[config.mk]
export PLATFORM = sky130hd
export DESIGN_NAME = fifo_channel_arbiter
export DESIGN_NICKNAME = d
export VERILOG_FILES = /design/src/rtl/fifo_channel_arbiter_pkg.sv /design/src/rtl/fifo_channel_arbiter_rr_pick.sv /design/src/rtl/fifo_channel_arbiter.sv
export SDC_FILE = /design/constraint.sdc
export NUM_CORES = 1
export LEC_CHECK = 0
export CAP_MARGIN = 0
export CORE_MARGIN = 10
export CORE_UTILIZATION = 33
export DETAILED_ROUTE_END_ITERATION = 8
export GPL_TIMING_DRIVEN = 1
export PLACE_DENSITY = 0.78
export SYNTH_ARGS = -nofsm -noshare
export SYNTH_HDL_FRONTEND = slang
export SYNTH_SLANG_ARGS = --single-unit
export TNS_END_PERCENT = 5
[constraint.sdc]
create_clock -name clk -period 2.5 [get_ports clk]
set_clock_uncertainty 0.2 [all_clocks]
set_input_delay 0.75 -clock clk [delete_from_list [all_inputs] [get_ports clk]]
set_output_delay 0.75 -clock clk [all_outputs]
set_load 0.01 [all_outputs]
[src/rtl/fifo_channel_arbiter_pkg.sv]
// rtl/fifo_channel_arbiter_pkg.sv - shared state encoding and constants for the channel arbiter
package fifo_channel_arbiter_pkg;

  typedef enum logic [1:0] {
    ST_IDLE  = 2'd0,
    ST_XFER  = 2'd1,
    ST_ABORT = 2'd2
  } arb_state_t;

  localparam logic [15:0] ABORT_MARKER   = 16'hDEAD;
  localparam int          DEFAULT_NUM_CH = 4;

  // Channel index width; never zero so a single-channel build still has a grant bit.
  function automatic int idx_width(input int n);
    return (n > 1) ? $clog2(n) : 1;
  endfunction

endpackage

[src/rtl/fifo_channel_arbiter_rr_pick.sv]
// rtl/fifo_channel_arbiter_rr_pick.sv - first set request at or after a pointer, wrapping upward
module fifo_channel_arbiter_rr_pick
  import fifo_channel_arbiter_pkg::*;
#(
  parameter int NUM_CH = DEFAULT_NUM_CH,
  parameter int IDX_W  = idx_width(NUM_CH)
) (
  input  logic [NUM_CH-1:0] req,
  input  logic [IDX_W-1:0]  ptr,
  output logic [IDX_W-1:0]  idx,
  output logic              found
);

  logic [IDX_W:0]   sum;
  logic [IDX_W-1:0] cand;

  // ptr < NUM_CH, so one conditional subtract is enough to wrap the sum.
  always_comb begin
    idx   = '0;
    found = 1'b0;
    sum   = '0;
    cand  = '0;
    for (int k = 0; k < NUM_CH; k++) begin
      sum = {1'b0, ptr} + (IDX_W+1)'(k);
      if (sum >= (IDX_W+1)'(NUM_CH)) begin
        sum = sum - (IDX_W+1)'(NUM_CH);
      end
      cand = sum[IDX_W-1:0];
      if (!found && req[cand]) begin
        found = 1'b1;
        idx   = cand;
      end
    end
  end

endmodule

[src/rtl/fifo_channel_arbiter.sv]
// rtl/fifo_channel_arbiter.sv - packet-granular round-robin merge of channel FIFOs with starvation abort
module fifo_channel_arbiter
  import fifo_channel_arbiter_pkg::*;
#(
  parameter int NUM_CH  = DEFAULT_NUM_CH,
  parameter int TIMEOUT = 1023,
  localparam int GW     = idx_width(NUM_CH)
) (
  input  logic                 clk,
  input  logic                 rst_n,
  input  logic [NUM_CH-1:0]    ch_enable,
  input  logic [NUM_CH*32-1:0] ch_data,
  input  logic [NUM_CH-1:0]    ch_valid,
  input  logic [NUM_CH-1:0]    ch_last,
  output logic [NUM_CH-1:0]    ch_ready,
  output logic [31:0]          fifo_data,
  output logic                 fifo_valid,
  output logic                 fifo_last,
  input  logic                 fifo_ready,
  output logic [GW-1:0]        grant,
  output logic                 busy,
  output logic                 timeout_err,
  output logic [15:0]          pkt_count
);

  localparam logic [9:0]    STARVE_LIMIT = 10'(TIMEOUT);
  localparam logic [GW-1:0] LAST_CH      = GW'(NUM_CH - 1);

  arb_state_t    state_q, state_d;
  logic [GW-1:0] grant_q, grant_d;
  logic [GW-1:0] rr_ptr_q, rr_ptr_d;
  logic [9:0]    starve_q, starve_d;
  logic [15:0]   pkt_count_q, pkt_count_d;
  logic          timeout_err_q, timeout_err_d;

  logic [NUM_CH-1:0] req;
  logic [GW-1:0]     pick_idx;
  logic              pick_found;
  logic [GW-1:0]     next_ptr;
  logic [31:0]       ch_word [NUM_CH];
  logic              sel_valid;
  logic              sel_last;

  for (genvar g = 0; g < NUM_CH; g++) begin : g_unpack
    assign ch_word[g] = ch_data[32*g +: 32];
  end

  assign req       = ch_valid & ch_enable;
  assign sel_valid = ch_valid[grant_q];
  assign sel_last  = ch_last[grant_q];
  assign next_ptr  = (grant_q == LAST_CH) ? '0 : grant_q + GW'(1);

  fifo_channel_arbiter_rr_pick #(
    .NUM_CH (NUM_CH),
    .IDX_W  (GW)
  ) u_rr_pick (
    .req   (req),
    .ptr   (rr_ptr_q),
    .idx   (pick_idx),
    .found (pick_found)
  );

  always_comb begin
    state_d       = state_q;
    grant_d       = grant_q;
    rr_ptr_d      = rr_ptr_q;
    starve_d      = starve_q;
    pkt_count_d   = pkt_count_q;
    timeout_err_d = 1'b0;
    fifo_valid    = 1'b0;
    fifo_last     = 1'b0;
    fifo_data     = '0;
    ch_ready      = '0;
    case (state_q)
      ST_IDLE: begin
        starve_d = '0;
        if (pick_found) begin
          grant_d = pick_idx;
          state_d = ST_XFER;
        end
      end
      ST_XFER: begin
        fifo_valid        = sel_valid;
        fifo_last         = sel_last;
        fifo_data         = ch_word[grant_q];
        ch_ready[grant_q] = fifo_ready;
        if (sel_valid) begin
          starve_d = '0;
          if (fifo_ready && sel_last) begin
            state_d     = ST_IDLE;
            rr_ptr_d    = next_ptr;
            pkt_count_d = pkt_count_q + 16'd1;
          end
        end else begin
          // The cycle that brings the dry run to the limit forwards nothing, so abort next.
          starve_d = starve_q + 10'd1;
          if (starve_d == STARVE_LIMIT) begin
            state_d = ST_ABORT;
          end
        end
      end
      ST_ABORT: begin
        fifo_valid = 1'b1;
        fifo_last  = 1'b1;
        fifo_data  = {ABORT_MARKER, 16'(grant_q)};
        if (fifo_ready) begin
          state_d       = ST_IDLE;
          timeout_err_d = 1'b1;
          rr_ptr_d      = next_ptr;
          pkt_count_d   = pkt_count_q + 16'd1;
          starve_d      = '0;
        end
      end
      default: begin
        state_d = ST_IDLE;
      end
    endcase
  end

  always_ff @(posedge clk) begin
    if (!rst_n) begin
      state_q       <= ST_IDLE;
      grant_q       <= '0;
      rr_ptr_q      <= '0;
      starve_q      <= '0;
      pkt_count_q   <= '0;
      timeout_err_q <= 1'b0;
    end else begin
      state_q       <= state_d;
      grant_q       <= grant_d;
      rr_ptr_q      <= rr_ptr_d;
      starve_q      <= starve_d;
      pkt_count_q   <= pkt_count_d;
      timeout_err_q <= timeout_err_d;
    end
  end

  assign grant       = grant_q;
  assign busy        = (state_q != ST_IDLE);
  assign timeout_err = timeout_err_q;
  assign pkt_count   = pkt_count_q;

endmodule
* After elaboration in Yosys (flattened, before gate mapping)
Cells that the tools add are included.
** Operators by class
- Add/subtract/negate cells :: 10
- Magnitude comparators :: 11
- Eq/ne operators :: 10
- Multiplexer cells :: 52
- Bitwise gates (word level) :: 3
- Reductions and logical operators :: 17
** Operators by type and width (number)
- 32-bit binary-select mux with 2-bit select :: 1
- 32-bit two-way mux :: 2
- 32-bit case mux with 2 select lines :: 1
- 16-bit two-way mux :: 3
- 2-bit two-way mux :: 17
- 16-bit case mux with 2 select lines :: 1
- 10-bit case mux with 3 select lines :: 1
- 10-bit two-way mux :: 2
- 16-bit by 1-bit adder with 16-bit output, second input constant :: 1
- 2-bit by 3-bit less-than comparator with 1-bit output, second input constant :: 5
- 1-bit binary-select mux with 2-bit select :: 6
- 3-bit greater-or-equal comparator, second input constant :: 4
- 1-bit two-way mux :: 12
- 10-bit by 1-bit adder with 10-bit output, second input constant :: 1
- 10-bit equality test, second input constant :: 1
- 4-bit AND :: 2
- 2-bit != test, second input constant :: 4
- 4-bit AND reduction :: 2
- 2-bit by 1-bit subtractor with 2-bit output, second input constant :: 4
- 2-bit by 2-bit adder with 3-bit output, second input constant :: 2
- 3-bit != test, second input constant :: 2
- 2-bit case mux with 3 select lines :: 1
- 2-bit AND reduction :: 3
- 1-bit logical AND :: 5
- 15 further kinds :: 20
** Word-level totals
- Register bits :: 33
- Input port bits :: 143
- Output and inout port bits :: 58
- Word-level logic and storage cells :: 109

* Depth between registers and ports, before layout
- Word-level depth :: 16
- Gate-level depth with buffers :: 8
- Depth with buffers taken out :: 7

* Cells and area by module
A second synthesis with hierarchy kept.
** Second synthesis, totals
- Cells, all modules :: 347
- Area total of the unflattened synthesis :: 3040.4 µm²
** By module, submodules not included
- fifo_channel_arbiter :: instances 1, cells each 332, area each 2962.8 µm², sequential area each 660.6 µm²
- fifo_channel_arbiter_rr_pick :: instances 1, cells each 15, area each 77.6 µm², sequential area each 0.0 µm²

* Worst setup path after synthesis
OpenSTA, ideal clock, no wires.
- Path type :: register to output
- Start point :: register grant_q[0], in the netlist grant[0]
- End point :: output port fifo_data[18]
- Arrival :: 1762 ps
- Required time :: 1550 ps
- Slack :: -212 ps
- Cell stages (with the launch flop) :: 6
- Buffers on the path :: 2
- Path through :: dfxtp_1 > buf_4 > buf_1 > mux4_2 > nand2_1 > nand2_1
** Between the ends
- Longest elaborated chain between the ends :: 5
** RTL lines
- from (decl) :: RTL line fifo_channel_arbiter.sv:30 : logic [GW-1:0] grant_q, grant_d;
- from (signal assigned) :: RTL line fifo_channel_arbiter.sv:130 : grant_q <= grant_d;
- 2-bit NOT with 3-bit output (implied by the code) :: RTL line fifo_channel_arbiter.sv:85 : fifo_data = ch_word[grant_q];
- 32-bit binary-select mux with 2-bit select :: RTL line fifo_channel_arbiter.sv:85
- 32-bit two-way mux (implied by the code) (2 in a row) :: RTL line fifo_channel_arbiter.sv:85
- 32-bit case mux with 2 select lines :: RTL line fifo_channel_arbiter.sv:74 : case (state_q)
- to (decl) :: RTL line fifo_channel_arbiter.sv:16 : output logic [31:0] fifo_data,
Every way passes these cells. The select of a mux whose other input is x is not followed.

* Final worst setup path
- Start point :: input port ch_data[116]
- End point :: output port fifo_data[20]
** Between the ends
- Longest elaborated chain between the ends :: 4
** RTL lines
- from (decl) :: RTL line fifo_channel_arbiter.sv:12 : input logic [NUM_CH*32-1:0] ch_data,
- 32-bit binary-select mux with 2-bit select :: RTL line fifo_channel_arbiter.sv:85
- 32-bit two-way mux (implied by the code) (2 in a row) :: RTL line fifo_channel_arbiter.sv:85
- 32-bit case mux with 2 select lines :: RTL line fifo_channel_arbiter.sv:74
Every way passes these cells. The select of a mux whose other input is x is not followed.

==> impl_metrics.env <==
export IMPL_status="finished with violations"
export IMPL_violations="setup timing"
export IMPL_num_vias=3824
export IMPL_port_buffers=200
export IMPL_die_area_sq_um=13500
export IMPL_end_kind="primary output"
export IMPL_first_pass_iters=7
export IMPL_grt_first_pass_wirelength_mm=21.4
export IMPL_startpoint_type="primary input"
export IMPL_switching_share_pct=34.8
export IMPL_synthMuxAreaShare_pct=26.1
export IMPL_synth_top_family_by_area="simple AND/OR/NAND/NOR gates"
export IMPL_grt_use_met2_pct=34.7
export IMPL_r2r_slack_ns=-0.11
export IMPL_die_width_microns=116
export IMPL_drcViolationCount=0
export IMPL_postRouteAntennaNets=0
export IMPL_synthFlopType="dfxtp_1"
export IMPL_setup_viol_count_final=37
export IMPL_synth_xor_area_share_pct=2.29
export IMPL_crit_buf_inv=2
export IMPL_maxSlewViolCount=0
export IMPL_wl_mm=14.7
export IMPL_die_h_microns=116
export IMPL_setup_ws_ns=-0.184
export IMPL_drt_iter0_markers=310
export IMPL_htreeDepth=2
export IMPL_cts_root_buf="clkbuf_8"
export IMPL_met3_usage_pct=6.93
export IMPL_grtUsageMet1_pct=22.8
export IMPL_synth_fp_nets=506
export IMPL_cts_num_sinks=33
export IMPL_worst_pin_slew_ns=0.462
export IMPL_grt_usage_pct=20.1
export IMPL_gp_congestion=0.921
export IMPL_fmax_mhz=373
export IMPL_power_frac_comb_pct=60.4
export IMPL_pre_cts_slack_ns=-0.801
export IMPL_dpl_hpwl_mm=12.0
export IMPL_synth_edff_count=0
export IMPL_tns_ns=-4.95
export IMPL_core_rowCount=35
export IMPL_hold_viol=0
export IMPL_period_share_pct=107
export IMPL_avgSynthCellArea_sq_um=8.67
export IMPL_pwr_share_clk_pct=16.8
export IMPL_hold_slack_ns=0.281
export IMPL_nets=744
export IMPL_switching_power_uw=866
export IMPL_power_share_sequential_pct=22.9
export IMPL_rsz0062_at_grt="true"
export IMPL_cp_top_family="multiplexers"
export IMPL_vias_per_cell=5.41
export IMPL_busiest_layer="met2"
export IMPL_synth_seq_cells=33
export IMPL_async_flop_share_pct=0
export IMPL_grt_pass1_vias=3937
export IMPL_cpMaxStageDelayCell="mux4_2"
export IMPL_initial_utilization_pct=33.5
export IMPL_fin_crit_ns=2.68
export IMPL_clock_latency_ns=0.29
export IMPL_cap_violations=0
export IMPL_relSlewSlack_pct=68.9
export IMPL_cts_made_buffers=5
export IMPL_yosys_area_share_adder_pct=4.09
export IMPL_cts_clk_slew_worst_paths_ns=0.07
export IMPL_ir_drop_v=0.000250
export IMPL_hold_path_class="reg -> reg"
export IMPL_p_int_mw=1.62
export IMPL_cts_tree="done"
export IMPL_postSynthCellCount=353
export IMPL_slowest_delay_ns=0.50
export IMPL_nFillCells=792
export IMPL_yosysWarningCount=0
export IMPL_synth_area_sq_um=3060
export IMPL_p_leak_nw=2.47
export IMPL_overflow=0
export IMPL_antenna_found_initial=2
export IMPL_cts_max_path_buffers=2
export IMPL_io_pins=201
export IMPL_final_area_sq_um=5740
export IMPL_drive_above_1_share_pct=33.2
export IMPL_post_dp_cell_area_sq_um=5570
export IMPL_crit_chain="clkdlybuf4s15_1, mux4_2, and2_4, buf_6"
export IMPL_synth_seq_area_share_pct=21.6
export IMPL_worstPathRequired_ns=1.55
export IMPL_p_per_area_nw_per_um2=434
export IMPL_power_mw=2.49
export IMPL_yosysUniqueCellTypes=54
export IMPL_arrival_ns=1.73
export IMPL_area_delta_synth_final_pct=87.5
export IMPL_cp_max_fo=1
export IMPL_path_class="in -> out"
export IMPL_synth_simple_gate_area_share_pct=26.9
export IMPL_wl_per_cell_microns=20.8
export IMPL_coreArea_sq_um=9150
export IMPL_grt_max_degree=17
export IMPL_synth_compound_area_share_pct=14.3
layout by cell type (no fill, tap or decap), drive strengths merged, types with 5 or more instances in the layout:
master,n
buf,104
dlygate4sd2,84
nand2,54
clkdlybuf4s15,44
dfxtp,33
mux4,32
a21oi,28
clkdlybuf4s50,23
and2,22
nor2,21
o21ai,20
nand3,13
ha,10
or3,9
and3,9
inv,9
xor2,7
nand4,7
clkbuf,7
mux2,6
diode,5
synth_stat cells, types with 2 or more instances:
master | instances | area (sq um)
a21boi_0 | 2 | 15.0
a21oi_1 | 28 | 140
and2_1 | 22 | 138
and3_1 | 9 | 56.3
buf_1 | 4 | 15.0
buf_2 | 4 | 20.0
buf_4 | 2 | 15.0
clkbuf_1 | 15 | 56.3
dfxtp_1 | 33 | 661
ha_1 | 10 | 125
inv_1 | 9 | 33.8
mux2_2 | 6 | 67.6
mux4_2 | 32 | 721
nand2_1 | 54 | 203
nand2b_1 | 3 | 18.8
nand3_1 | 12 | 60.1
nand3b_1 | 4 | 30.0
nand4_1 | 6 | 37.5
nand4b_1 | 3 | 26.3
nor2_1 | 21 | 78.8
nor2b_1 | 3 | 18.8
nor3_1 | 4 | 20.0
o21a_1 | 2 | 15.0
o21ai_0 | 20 | 100
o31ai_1 | 2 | 15.0
or3_1 | 9 | 56.3
xor2_1 | 7 | 61.3
final timing paths:
kind | to | cells past startpoint | start
max | fifo_data[20] | 4 | ch_data[116]
min | pkt_count[15]$_SDFFE_PN0P_ | 2 | pkt_count[15]$_SDFFE_PN0P_
max reg2reg | state_q[1]$_SDFFE_PN0P_ | 8 | grant[0]$_SDFFE_PN0P_
min reg2reg | pkt_count[15]$_SDFFE_PN0P_ | 2 | pkt_count[15]$_SDFFE_PN0P_
kinds of logic after synthesis:
logic type / count (synthesis)
AO/OA/AOI/OAI: 69
flip-flops: 33
adder cells (fa/ha/maj): 10
AND/OR/NAND/NOR: 159
XOR/XNOR: 8
buffers and inverters: 35
multiplexers: 39
worst reg2reg max path: cells and delay by family (launching register included):
| kind | cells | cell delay [ns] |
|---|---|---|
| muxes | 1 | 0.50 |
| AOI/OAI and AO/OA | 3 | 0.55 |
| DFF | 1 | 0.38 |
| and+or+nand+nor | 1 | 0.47 |
| buffers and inverters | 3 | 0.43 |
through the flow:
| step | utilization (%) | cells |
|---|---|---|
| floorplan | - | 353 |
| global placement | 60.9 | 687 |
| detailed placement | 60.9 | 687 |
| CTS | 61.4 | 699 |
| global route | 62.7 | 704 |
| finish | 62.7 | 707 |
flip-flops by register name, indices dropped and copies added, names as in the netlist:
name / cells
starve_q: 10
grant: 2
rr_ptr_q: 2
state_q: 2
pkt_count: 16
timeout_err: 1
metal layers:
| layer | routed length [microns] | up-vias |
|---|---|---|
| met5 | 0 | - |
| met4 | 348 | 0 |
| met3 | 1220 | 30 |
| met2 | 7670 | 176 |
| met1 | 5450 | 1829 |
| li1 | - | 1789 |
area by class of cell:
cell class / count / area (sq um) / share of cell area [%]
tap: 111 / 139 / 2.42
clock inverter: 1 / 7.51 / 0.131
inverter: 9 / 33.8 / 0.588
antenna: 5 / 12.5 / 0.218
timing repair buffer: 257 / 2400 / 41.8
sequential: 33 / 671 / 11.7
multi-input combinational: 285 / 2390 / 41.7
clock buffer: 6 / 82.6 / 1.44
what timing repair did:
action,in CTS,in global routing
hold buffers,0,0
pin swaps,51,0
cloned,1,0
setup endpoints to repair,70,42
resized for setup,424,24
buffers inserted,4,3
power groups by stage:
stage | Sequential [mW] | Combinational, mW | Clock [mW]
after floorplan | 0.574 | 0.618 | 0
after global placement | 0.581 | 1.37 | 0
after detailed placement | 0.583 | 1.40 | 0
after CTS | 0.570 | 1.43 | 0.425
after global routing | 0.573 | 1.62 | 0.445
final | 0.569 | 1.50 | 0.417
(Power assumes the default switching activity.)
